--- config.mk ---
export PLATFORM = sky130hd
export DESIGN_NAME = lsu_mem_initiator
export DESIGN_NICKNAME = d
export VERILOG_FILES = /design/src/rtl/lsu_pkg.sv /design/src/rtl/lsu_mem_initiator_req_check.sv /design/src/rtl/lsu_mem_initiator.sv
export SDC_FILE = /design/constraint.sdc
export NUM_CORES = 1
export LEC_CHECK = 0
export CAP_MARGIN = 30
export CORE_ASPECT_RATIO = 1.2
export CORE_MARGIN = 5
export CORE_UTILIZATION = 53
export CTS_BUF_LIST = sky130_fd_sc_hd__clkbuf_2 sky130_fd_sc_hd__clkbuf_4 sky130_fd_sc_hd__clkbuf_8
export CTS_CLUSTER_DIAMETER = 120
export DETAILED_ROUTE_END_ITERATION = 10
export PLACE_DENSITY = 0.83
export SLEW_MARGIN = 20
export SYNTH_ARGS = -nofsm -noshare
export SYNTH_HDL_FRONTEND = slang
export SYNTH_SLANG_ARGS = --single-unit
export TNS_END_PERCENT = 100
--- constraint.sdc ---
create_clock -name i_clk -period 5.72 [get_ports i_clk]
set_input_delay 1.716 -clock i_clk [delete_from_list [all_inputs] [get_ports i_clk]]
set_output_delay 1.716 -clock i_clk [all_outputs]
set_load 0.02 [all_outputs]
--- src/rtl/lsu_pkg.sv ---
// Shared funct3 codes, FSM state type and size/extension helpers for the
// MEM-stage load/store initiator.
package lsu_pkg;

    localparam logic [2:0] F_LB  = 3'b000;
    localparam logic [2:0] F_LH  = 3'b001;
    localparam logic [2:0] F_LW  = 3'b010;
    localparam logic [2:0] F_LBU = 3'b100;
    localparam logic [2:0] F_LHU = 3'b101;
    localparam logic [2:0] F_SB  = 3'b000;
    localparam logic [2:0] F_SH  = 3'b001;
    localparam logic [2:0] F_SW  = 3'b010;

    typedef enum logic [1:0] {
        IDLE   = 2'd0,
        ACCESS = 2'd1,
        SPLIT  = 2'd2,
        RESP   = 2'd3
    } lsu_state_e;

    function automatic logic [2:0] funct_size(input logic [2:0] funct);
        case (funct[1:0])
            2'b00:   return 3'd1;
            2'b01:   return 3'd2;
            default: return 3'd4;
        endcase
    endfunction

    function automatic logic [31:0] load_extend(input logic [2:0] funct, input logic [31:0] raw);
        case (funct)
            F_LB:    return {{24{raw[7]}}, raw[7:0]};
            F_LH:    return {{16{raw[15]}}, raw[15:0]};
            F_LBU:   return {24'd0, raw[7:0]};
            F_LHU:   return {16'd0, raw[15:0]};
            default: return raw;
        endcase
    endfunction

endpackage

--- src/rtl/lsu_mem_initiator_req_check.sv ---
// Combinational request legality / range / alignment checker.
// LSU_MISALIGN_SPLIT_EN turns legal misaligned accesses into byte splits.
module lsu_req_check
    import lsu_pkg::*;
#(
    parameter int DMEM_DEPTH = 8192
) (
    input  logic        i_we,
    input  logic [31:0] i_addr,
    input  logic [2:0]  i_funct,
    output logic        o_err,
    output logic        o_split,
    output logic [2:0]  o_size
);

    logic        illegal;
    logic        out_of_range;
    logic        misaligned;
    logic [32:0] last_byte;

    always_comb begin
        o_size = funct_size(i_funct);
        if (i_we) begin
            illegal = !(i_funct == F_SB || i_funct == F_SH || i_funct == F_SW);
        end else begin
            illegal = !(i_funct == F_LB || i_funct == F_LH || i_funct == F_LW ||
                        i_funct == F_LBU || i_funct == F_LHU);
        end
        // 33-bit sum so an access near 0xFFFFFFFF cannot wrap back into range
        last_byte    = {1'b0, i_addr} + {30'd0, o_size} - 33'd1;
        out_of_range = last_byte > 33'(DMEM_DEPTH - 1);
        misaligned   = (o_size == 3'd2 && i_addr[0]) ||
                       (o_size == 3'd4 && i_addr[1:0] != 2'b00);
`ifdef LSU_MISALIGN_SPLIT_EN
        o_err   = illegal || out_of_range;
        o_split = misaligned && !o_err;
`else
        o_err   = illegal || out_of_range || misaligned;
        o_split = 1'b0;
`endif
    end

endmodule

--- src/rtl/lsu_mem_initiator.sv ---
// MEM-stage initiator: one load/store at a time, checked, issued on the
// data-memory port, answered with a single-cycle response. Optional byte
// splitting of misaligned accesses under LSU_MISALIGN_SPLIT_EN.
module lsu_mem_initiator
    import lsu_pkg::*;
#(
    parameter int DMEM_ADDR  = 13,
    parameter int DMEM_DEPTH = 8192
) (
    input  logic                 i_clk,
    input  logic                 i_rst,
    input  logic                 i_req_valid,
    output logic                 o_req_ready,
    input  logic                 i_req_we,
    input  logic [31:0]          i_req_addr,
    input  logic [31:0]          i_req_wdata,
    input  logic [2:0]           i_req_funct,
    output logic                 o_rsp_valid,
    output logic [31:0]          o_rsp_rdata,
    output logic                 o_rsp_err,
    output logic [DMEM_ADDR-1:0] po_lsu_addr,
    output logic                 penable_o,
    output logic                 pwrite_o,
    output logic [31:0]          pwdata_o,
    output logic [2:0]           pfunct_code_o,
    input  logic [31:0]          prdata_i
);

    // Request side: valid/ready; a request is taken on a rising edge where
    // i_req_valid and o_req_ready are both high. The response is a one-cycle
    // o_rsp_valid pulse with no backpressure.

    lsu_state_e           state_q, state_d;
    logic                 we_q, we_d;
    logic [DMEM_ADDR-1:0] addr_q, addr_d;
    logic [31:0]          wdata_q, wdata_d;
    logic [2:0]           funct_q, funct_d;
    logic [2:0]           size_q, size_d;
    logic                 err_q, err_d;
    logic [31:0]          rdata_q, rdata_d;
    logic [1:0]           k_q, k_d;
    logic                 pen_q, pen_d;
    logic                 pwr_q, pwr_d;
    logic [DMEM_ADDR-1:0] paddr_q, paddr_d;
    logic [31:0]          pwdata_q, pwdata_d;
    logic [2:0]           pfunct_q, pfunct_d;

    logic                 chk_err;
    logic                 chk_split;
    logic [2:0]           chk_size;
    logic [1:0]           k_next;
    logic [31:0]          asm_w;

    lsu_req_check #(.DMEM_DEPTH(DMEM_DEPTH)) u_check (
        .i_we    (i_req_we),
        .i_addr  (i_req_addr),
        .i_funct (i_req_funct),
        .o_err   (chk_err),
        .o_split (chk_split),
        .o_size  (chk_size)
    );

    always_comb begin
        state_d  = state_q;
        we_d     = we_q;
        addr_d   = addr_q;
        wdata_d  = wdata_q;
        funct_d  = funct_q;
        size_d   = size_q;
        err_d    = err_q;
        rdata_d  = rdata_q;
        k_d      = k_q;
        pen_d    = 1'b0;
        pwr_d    = 1'b0;
        paddr_d  = '0;
        pwdata_d = '0;
        pfunct_d = '0;
        k_next   = k_q + 2'd1;
        asm_w    = rdata_q;
        asm_w[k_q*8 +: 8] = prdata_i[7:0];

        case (state_q)
            IDLE: begin
                if (i_req_valid) begin
                    we_d    = i_req_we;
                    addr_d  = i_req_addr[DMEM_ADDR-1:0];
                    wdata_d = i_req_wdata;
                    funct_d = i_req_funct;
                    size_d  = chk_size;
                    err_d   = chk_err;
                    rdata_d = '0;
                    k_d     = 2'd0;
                    if (chk_err) begin
                        state_d = RESP;
                    end else if (chk_split) begin
                        state_d  = SPLIT;
                        pen_d    = 1'b1;
                        pwr_d    = i_req_we;
                        paddr_d  = i_req_addr[DMEM_ADDR-1:0];
                        pwdata_d = {24'd0, i_req_wdata[7:0]};
                        pfunct_d = i_req_we ? F_SB : F_LBU;
                    end else begin
                        state_d  = ACCESS;
                        pen_d    = 1'b1;
                        pwr_d    = i_req_we;
                        paddr_d  = i_req_addr[DMEM_ADDR-1:0];
                        pwdata_d = i_req_wdata;
                        pfunct_d = i_req_funct;
                    end
                end
            end
            ACCESS: begin
                state_d = RESP;
                if (!we_q) rdata_d = prdata_i;
            end
            SPLIT: begin
                if ({1'b0, k_q} == size_q - 3'd1) begin
                    state_d = RESP;
                    if (!we_q) rdata_d = load_extend(funct_q, asm_w);
                end else begin
                    if (!we_q) rdata_d = asm_w;
                    k_d      = k_next;
                    pen_d    = 1'b1;
                    pwr_d    = we_q;
                    paddr_d  = addr_q + {{(DMEM_ADDR-2){1'b0}}, k_next};
                    pwdata_d = {24'd0, wdata_q[k_next*8 +: 8]};
                    pfunct_d = we_q ? F_SB : F_LBU;
                end
            end
            RESP:    state_d = IDLE;
            default: state_d = IDLE;
        endcase
    end

    always_ff @(posedge i_clk) begin
        if (i_rst) begin
            state_q  <= IDLE;
            we_q     <= 1'b0;
            addr_q   <= '0;
            wdata_q  <= '0;
            funct_q  <= '0;
            size_q   <= '0;
            err_q    <= 1'b0;
            rdata_q  <= '0;
            k_q      <= '0;
            pen_q    <= 1'b0;
            pwr_q    <= 1'b0;
            paddr_q  <= '0;
            pwdata_q <= '0;
            pfunct_q <= '0;
        end else begin
            state_q  <= state_d;
            we_q     <= we_d;
            addr_q   <= addr_d;
            wdata_q  <= wdata_d;
            funct_q  <= funct_d;
            size_q   <= size_d;
            err_q    <= err_d;
            rdata_q  <= rdata_d;
            k_q      <= k_d;
            pen_q    <= pen_d;
            pwr_q    <= pwr_d;
            paddr_q  <= paddr_d;
            pwdata_q <= pwdata_d;
            pfunct_q <= pfunct_d;
        end
    end

    assign o_req_ready   = (state_q == IDLE);
    assign o_rsp_valid   = (state_q == RESP);
    assign o_rsp_err     = (state_q == RESP) && err_q;
    assign o_rsp_rdata   = (state_q == RESP) ? rdata_q : 32'd0;
    assign penable_o     = pen_q;
    assign pwrite_o      = pwr_q;
    assign po_lsu_addr   = paddr_q;
    assign pwdata_o      = pwdata_q;
    assign pfunct_code_o = pfunct_q;

endmodule

==> results.md <==
- Die X: 124 µm
- Dpl cells: 1390
- Post-synth top cells: 149 x nand2_1, 139 x dfxtp_1, 103 x a21oi_1
- Syn Std Cell Area: 0.00830 mm²
- Sequential cell area fraction in the yosys report: 0.335
- Main area contributors after synthesis: dfxtp_1 34%, ha_1 7.1%, nand2_1 6.7%, a21oi_1 6.2%, a22o_1 3.1%
- Setup CP Type: input port to register
- Post-Syn Area per Cell: 8.23 µm²
- Die Ht: 147 µm
- WP buf/inv: 3
- H-tree levels: 4
- Fraction of the cycle the final worst path needs: 0.945
- Router iterations before antenna repair: 5
- Share of cells above drive strength 1: 0.117
- Average wire per standard cell: 17.8 µm
- Initial Util: 0.535
- Clk Latency, worst-skew pair: 0.45 ns
- Switching power: 1290 µW
- Cts repair resizes: 0
- Skew final: 0.0122 ns
- Worst Path Arrival: 5.80 ns
- Max-slew violations: 0
- GR Util All Layers: 0.266
- Worst path max stage delay: 0.56 ns
- Combinational power share: 0.393
- # diodes: 0
- Crit path time final: 5.40 ns
- Unrepaired setup endpoints after global routing: no
- Gate Count Post-Synth: 1009
- Critical Path, Cell by Cell: clkdlybuf4s50_1 > nand2_1 > ha_1 > inv_1 > ha_1 > fa_1 > a211oi_1 > o21ai_1 > a311o_1 > o21a_1 > o311ai_1 > nand3_1 > nor4_1 > nand4b_1 > nor4_4 > buf_4 > a21o_1
- Site Rows: 50
- Global route total overflow: 0
- Max Cap Violations: 0
- Top cell type by total area after synthesis: dfxtp_1
- CP Capture Type: register
- DRC: 0
- Initial DRC count: 757
- CTS Hold Buffers Added: 0
- Antenna violations before repair: 0
- Power density cells: 293 mW/mm²
- Syn nets: 1161
- First-pass GRT wire length: 40300 µm
- Synthesized flop and latch total: 139
- Final Util: 0.711
- Via density: 5.88
- Final count of negative-setup-slack endpoints: 0
- Total clock sinks: 139
- Die ar.: 0.0183 mm²
- Worst vdd ir: 0.000175 V
- Clock network power share: 0.252
- Routability cong.: 0.957
- Post-DRT Antenna Nets: 0
- TritonCTS clock tree: built
- Core area: 0.0155 mm²
- Net Sw Frac: 0.400
- Synth Warn #: 0
- Part of the power in registers: 0.354
- Async SR Flop Fraction: 0
- Int Power: 1940 µW
- IO Pins: 188
- Netlist cell types: 76
- Root Driver: clkbuf_8
- Pin count of the biggest net entering global routing: 52
- Port bufs: 187
- Predominant post-synthesis flop cell: dfxtp_1
- Number of flops mapped to enable cells by yosys: 0
- Hold_ws: 0.462 ns
- Share of the synthesized area in the top cell type: 0.335
- Vias: 8388
- Routed WL: 25400 µm
- Startpoint Class: input port
- # Post-CTS Setup Buffers: 0
- Static leakage: 0.00430 µW
- Most frequent cell after synthesis: nand2_1
- Crit path top cell by count: ha_1
- Vias in the first global route: 8031
- Final Hold Viols: 0
- Fin cells: 1426
- Clock transition at path regs: 0.09 ns
- Max Buffers Root-to-Sink: 2
- Max Fclk: 185 MHz
- Max-slew headroom: 0.438
- Outcome: complete, no violations
- Max Fanout on Critical Path: 8
- Crit path required time: 6.12 ns
- Min-Delay Path Class: register to register
- Cts bufs inserted: 17
- Crit path max-delay family: compound AO/OA/AOI/OAI gates
- Worst-margin pin slew: 0.836 ns
- Crit-path slowest cell: clkdlybuf4s50_1
- Nets: 1357
- DP Wirelength: 19100 µm
- Synthesis-to-finish area growth: 32.9%
-- metrics by stage --
| step | cell area [µm²] | total power, µW | setup TNS [ns] | worst slack, ns |
|---|---|---|---|---|
| after floorplan | 8300 | 1990 | 0 | 0.597 |
| after global placement | 10500 | 2370 | -0.0852 | -0.0285 |
| after detailed placement | 10600 | 2390 | -2.53 | -0.0969 |
| after CTS | 11000 | 3210 | 0 | 0.375 |
| after global routing | 11000 | 3420 | 0 | 0.0673 |
| final | 11000 | 3240 | 0 | 0.316 |
-- worst register-to-register path: stages (launching register included) --
cell     delay (ns)
dfxtp_1        0.32
buf_4          0.25
inv_1          0.19
ha_1           0.73
inv_1          0.24
nor3_1         0.23
buf_4          0.19
nand2_1        0.06
o21ai_0        0.11
a21oi_1        0.10
nor3_1         0.14
o31a_1         0.57
a22o_1         0.23
a22oi_1        0.08
nor2_1         0.14
-- per-layer routing --
metal,up-vias,wire length [µm],track usage
met1,3922,10300,0.320
met5,-,0,0
met2,377,12300,0.455
met4,0,1110,0.123
li1,4007,-,-
met3,82,1740,0.0545
-- power groups by stage --
stage / Clock (µW) / Sequential (µW) / Combinational [µW]
final: 817 / 1150 / 1270
after global routing: 877 / 1160 / 1380
after CTS: 830 / 1140 / 1230
after detailed placement: 0 / 1170 / 1220
after global placement: 0 / 1160 / 1210
after floorplan: 0 / 1160 / 830
-- layout by cell type (no fill, tap or decap), drive strengths merged, types with 11 or more instances in the layout --
master | synthesis | layout
dfxtp | 139 | 139
a221o | 17 | 17
clkdlybuf4s50 | 0 | 186
buf | 16 | 49
nand2 | 150 | 150
clkbuf | 42 | 17
nor2b | 18 | 18
a22o | 29 | 29
nand3 | 17 | 17
inv | 56 | 64
xor2 | 14 | 14
xnor2 | 11 | 11
nor2 | 63 | 63
a21oi | 109 | 109
nor3 | 33 | 33
a21o | 11 | 11
a22oi | 32 | 32
and2 | 37 | 37
ha | 47 | 47
o21ai | 45 | 45
-- cells by family (layout without fill, tap and decap cells) --
family                   after synthesis  count (layout)  share of synthesized area
AND/OR/NAND/NOR                      366             366                      0.228
flip-flops                           139             139                      0.335
AO/OA/AOI/OAI                        303             303                      0.253
multiplexers                          11              11                     0.0255
adder cells (fa/ha/maj)               49              49                     0.0756
buffers and inverters                116             325                     0.0571
XOR/XNOR                              25              25                     0.0264
-- area by class of cell --
class	count	area, µm²
sequential	139	2780
tap	208	260
clock inverter	15	179
clock buffer	17	234
inverter	58	218
multi-input combinational	754	5060
fill	1256	4480
timing repair buffer	235	2300
-- worst paths after layout --
path                  startpoint     endpoint  slack, ns  cells after the start
hold / removal       wdata_q[31]  wdata_q[31]       0.46                      2
setup reg to reg          k_q[0]  rdata_q[18]       2.06                     14
setup / recovery  i_req_funct[0]  pwdata_o[1]       0.32                     17
hold reg to reg      wdata_q[31]  wdata_q[31]       0.46                      2
-- flip-flops by register name, summed over array words and instances, names as in the netlist --
name and flops:
we_q 1, penable_o 1, state_q 2, err_q 1, pwdata_o 32, funct_q 3
rdata_q 32, pfunct_code_o 3, pwrite_o 1, size_q 3, wdata_q 32, k_q 2
po_lsu_addr 13, addr_q 13
Power figures use the tool's default switching activity.
